$ cat src/rtl/mul_share_arbiter.sv
// mul_share_arbiter
// Round-robin sequencer that time-shares one external combinational 4x4
// multiplier among NREQ requesters. One operation is in flight at a time:
// accept (IDLE) -> drive operands (EXEC) -> hold response (RESP).
//
// Ports:
//   clk, rst        clock, asynchronous active-high reset
//   req_valid       per-requester request
//   req_data        requester i operands at [8i+7:8i], packed {q, m}
//   req_ready       one-hot grant (combinational), IDLE only
//   mul_operands    registered operand bus to the multiplier
//   mul_product     combinational product from the multiplier
//   rsp_valid       response available
//   rsp_id          index of the requester that owns the response
//   rsp_product     captured product m*q
//   rsp_ready       response consumer ready
//   busy            high in any state other than IDLE
//   ops_done        wrapping count of completed response handshakes
module mul_share_arbiter #(
    parameter int unsigned NREQ = 4,
    parameter int unsigned IDW  = $clog2(NREQ)
) (
    input  logic                clk,
    input  logic                rst,
    input  logic [NREQ-1:0]     req_valid,
    input  logic [8*NREQ-1:0]   req_data,
    output logic [NREQ-1:0]     req_ready,
    output logic [7:0]          mul_operands,
    input  logic [7:0]          mul_product,
    output logic                rsp_valid,
    output logic [IDW-1:0]      rsp_id,
    output logic [7:0]          rsp_product,
    input  logic                rsp_ready,
    output logic                busy,
    output logic [15:0]         ops_done
);

    typedef enum logic [1:0] {
        S_IDLE = 2'd0,
        S_EXEC = 2'd1,
        S_RESP = 2'd2
    } state_t;

    state_t           r_state;
    logic [IDW-1:0]   r_last_grant;
    logic [IDW-1:0]   r_id;
    logic [7:0]       r_op;
    logic             r_rsp_valid;
    logic [IDW-1:0]   r_rsp_id;
    logic [7:0]       r_rsp_product;
    logic             r_busy;
    logic [15:0]      r_ops_done;

    logic             w_found;
    logic [IDW-1:0]   w_sel;
    int unsigned      w_idx;
    logic [NREQ-1:0]  w_grant;
    logic             w_accept;

    // Round-robin search starting just after the last grant; the modulo keeps
    // the search inside 0..NREQ-1 when NREQ is not a power of two.
    always_comb begin
        w_found = 1'b0;
        w_sel   = '0;
        w_idx   = 0;
        for (int unsigned k = 1; k <= NREQ; k++) begin
            w_idx = (32'(r_last_grant) + k) % NREQ;
            if (!w_found && req_valid[w_idx]) begin
                w_found = 1'b1;
                w_sel   = IDW'(w_idx);
            end
        end
    end

    // Grant only in IDLE and never while reset is asserted.
    always_comb begin
        w_grant = '0;
        if (!rst && (r_state == S_IDLE) && w_found) begin
            w_grant = NREQ'(1) << w_sel;
        end
    end

    assign w_accept = |(req_valid & w_grant);

    // Sequencer: state, captured operands, response registers and counter.
    always_ff @(posedge clk or posedge rst) begin
        if (rst) begin
            r_state       <= S_IDLE;
            r_last_grant  <= IDW'(NREQ - 1);
            r_id          <= '0;
            r_op          <= 8'h00;
            r_rsp_valid   <= 1'b0;
            r_rsp_id      <= '0;
            r_rsp_product <= 8'h00;
            r_busy        <= 1'b0;
            r_ops_done    <= 16'h0000;
        end else begin
            case (r_state)
                S_IDLE: begin
                    if (w_accept) begin
                        r_op         <= req_data[8*w_sel +: 8];
                        r_id         <= w_sel;
                        r_last_grant <= w_sel;
                        r_state      <= S_EXEC;
                        r_busy       <= 1'b1;
                    end
                end
                S_EXEC: begin
                    // Multiplier has settled on r_op by the end of this cycle.
                    r_rsp_product <= mul_product;
                    r_rsp_id      <= r_id;
                    r_rsp_valid   <= 1'b1;
                    r_state       <= S_RESP;
                end
                S_RESP: begin
                    if (rsp_ready) begin
                        r_rsp_valid <= 1'b0;
                        r_ops_done  <= r_ops_done + 16'd1;
                        r_busy      <= 1'b0;
                        r_state     <= S_IDLE;
                    end
                end
                default: begin
                    r_state     <= S_IDLE;
                    r_rsp_valid <= 1'b0;
                    r_busy      <= 1'b0;
                end
            endcase
        end
    end

    assign req_ready    = w_grant;
    assign mul_operands = r_op;
    assign rsp_valid    = r_rsp_valid;
    assign rsp_id       = r_rsp_id;
    assign rsp_product  = r_rsp_product;
    assign busy         = r_busy;
    assign ops_done     = r_ops_done;

endmodule
$ cat config.mk
export PLATFORM = sky130hd
export DESIGN_NAME = mul_share_arbiter
export DESIGN_NICKNAME = d
export VERILOG_FILES = /design/src/rtl/mul_share_arbiter.sv
export SDC_FILE = /design/constraint.sdc
export NUM_CORES = 1
export LEC_CHECK = 0
export BUFFER_PORTS_ARGS = -buffer_cell sky130_fd_sc_hd__buf_2
export CAP_MARGIN = 5
export CORE_MARGIN = 2
export CORE_UTILIZATION = 29
export DETAILED_ROUTE_END_ITERATION = 16
export PLACE_DENSITY = 0.63
export SLEW_MARGIN = 10
export SYNTH_ARGS = -nofsm -noshare
export SYNTH_HDL_FRONTEND = slang
export SYNTH_SLANG_ARGS = --single-unit
$ cat constraint.sdc
create_clock -name clk -period 4.5 [get_ports clk]
set_input_delay 0.45 -clock clk [delete_from_list [all_inputs] [get_ports clk]]
set_output_delay 0.45 -clock clk [all_outputs]
set_load 0.05 [all_outputs]
==> qor.yml <==
first_iter_violations: 58
fin_ws_ns: 1.70
max_slew_margin_pct: 38.7
crit_chain: "nor2b_4, o21a_1, nor3_4, and2_1, buf_2"
cts_buffers: 5
io_pins: 87
finalSetupTns_ns: 0
cts_tree: "done"
fillCellCount: 710
critPathArrivalTime_ns: 2.35
swShare_pct: 47.9
hpwl_mm: 3.70
final_layout_size_suffix_gt1_share_pct: 39.2
yosysSeqAreaShare_pct: 49.4
grt_pass1_vias: 1633
fin_skew_ns: 0.0104
synthFlopType: "dfrtp_1"
grt_pass1_wl_mm: 7.96
port_buffers: 86
viasPerCell: 4.56
clock_sinks: 42
antenna_found_initial: 0
ys_async_sr_fraction_pct: 100
post_cts_buffers: 0
tightest_slew_ns: 0.917
pwr-share-comb_pct: 51.1
hold_viol_final: 0
regToRegStartpoint: "r_last_grant[0]"
ant_nets: 0
core_area_um2: 7180
drc: 0
rsz0062_at_grt: "false"
placed_cell_area_um2: 2650
mostFrequentLayoutCells: "buf_2, dfrtp_1, nand2_1"
r2r-end: "mul_operands[7]"
end_kind: "output pin"
cp_slowest_cell: "nor3_4"
leakagePower_nw: 1.38
holdBufCountCts: 0
synth_top_area_cell: "dfrtp_1"
setup_violations: 0
avgSynthCellArea_um2: 11.2
cts_resized: 0
reg2regPathDepth: 5
std_cell_rows: 31
required_ns: 4.05
wl_mm: 4.70
h-tree-depth: 2
path_max_fanout: 13
fin_crit_sh_pct: 62.2
synth_cells: 190
peakVddDrop_mv: 0.179
detailedPlace.worstSlack_ns: 1.91
synthesis.area_um2: 2130
dieArea_um2: 8050
crit_family: "simple AND/OR/NAND/NOR gates"
power.internal_mw: 0.951
cap_viol_max_count: 0
ys_seq_elements: 42
cts-root-buf: "clkbuf_8"
ys_types: 43
fin_util_pct: 38.5
outcome: "complete, no violations"
p_clk_share_pct: 15.8
p_seq_share_pct: 33.1
antennaDiodeCount: 0
start_kind: "flip-flop"
crit_buf_inv: 1
synth_top_cell_area_share_pct: 46.9
switching_power_mw: 0.876
chipHeight_um: 89.7
path_clk_slew_ns: 0.08
yosysWarnings: 0
synth_edf_count: 0
cts.path.max_buffers: 2
wl_per_cell_um: 12.5
worstSetupPathType: "flip-flop to output pin"
overflow: 0
max_stage_delay_ns: 0.63
clock_latency_ns: 0.29
start_util_pct: 29.7
timing.fmax_ghz: 0.357
fin_nets: 325
vias: 1718
synthTopCellsByArea: "dfrtp_1, mux2_1, nand2_1"
fp.dieW_um: 89.7
final_common_cell: "buf_2"
hold_class: "input pin to asynchronous set/reset pin"
routabilityCongestion: 0.747
dr.pass1.iters: 4
syn2layout_area_growth_pct: 29.5
syn-num-nets: 238
grt_max_degree: 27
post-route-cell-area_um2: 2760
maxSlewViolCount: 0
crit_start: "r_last_grant[0]"
track_usage_pct: 12.0
post-route-min-period_ns: 2.80
powerDensity_nw_per_um2: 662
rrSetupSlack_ns: 2.35
[worst max path at each step]
stage,to,cells after the start
5_1_grt,req_ready[0],5
3_5_place_dp,req_ready[2],7
2_1_floorplan,req_ready[2],5
3_3_place_gp,req_ready[2],7
6_report,req_ready[0],5
4_1_cts,req_ready[0],5
[logic make-up after synthesis]
logic type / after synthesis / synth area share, %
compound gates: 36 / 13.3
simple gates: 68 / 18.5
mux: 19 / 9.57
fa+ha+maj: 1 / 0.587
xor+xnor: 15 / 6.16
buf+inv: 9 / 2.41
flops: 42 / 49.4
[per-stage QoR]
step / instances / total power [mW] / hold slack, ns
finish: 377 / 1.83 / 0.142
global route: 377 / 1.94 / 0.165
CTS: 377 / 1.85 / 0.149
detailed placement: 369 / 1.56 / 0.458
global placement: 369 / 1.54 / 0.454
floorplan: 190 / 1.35 / 0.443
[cell type report]
class,count,area [µm²],area share (%)
multi-input cells,139,1030,37.2
repair buffers,87,438,15.9
flip-flops and latches,42,1050,38.2
well taps,99,124,4.49
clock buffers,6,72.6,2.63
inverters,2,7.51,0.272
clock inverters,2,37.5,1.36
[metal layers]
| layer | GRT usage, % | up-vias | part of all wire, % | wire [µm] |
|---|---|---|---|---|
| met4 | 3.46 | 0 | 0.49 | 23 |
| li1 | - | 857 | - | - |
| met5 | 0 | - | 0 | 0 |
| met1 | 17.2 | 793 | 49 | 2300 |
| met3 | 3.35 | 2 | 7.1 | 334 |
| met2 | 17.7 | 66 | 43 | 2040 |
[cells in the mapped netlist, types with 2 or more instances]
master,n
and4_1,8
dfstp_2,2
o21a_1,3
dfrtp_1,40
and3_1,6
a21oi_1,2
o21ai_0,6
nor2_1,10
o211ai_2,5
xnor2_1,9
nand2b_1,3
nand2_1,25
o31a_1,8
xor2_1,6
nor2b_1,3
o21ai_1,5
buf_2,2
clkbuf_1,2
mux2_1,11
mux2i_1,8
buf_6,2
o211ai_1,3
[state kept, by name, indices dropped and copies added, names as in the netlist]
register and count:
ops_done 16, mul_operands 8, rsp_product 8, r_id 2, r_last_grant 2, r_state 2
rsp_id 2, busy 1, rsp_valid 1
[power groups by stage]
stage / clock, mW / sequential (mW) / combinational, mW
6_report: 0.289 / 0.605 / 0.934
5_1_grt: 0.315 / 0.627 / 0.998
4_1_cts: 0.298 / 0.607 / 0.944
3_5_place_dp: 0 / 0.613 / 0.944
3_3_place_gp: 0 / 0.610 / 0.933
2_1_floorplan: 0 / 0.982 / 0.367
Power figures use the tool's default switching activity.
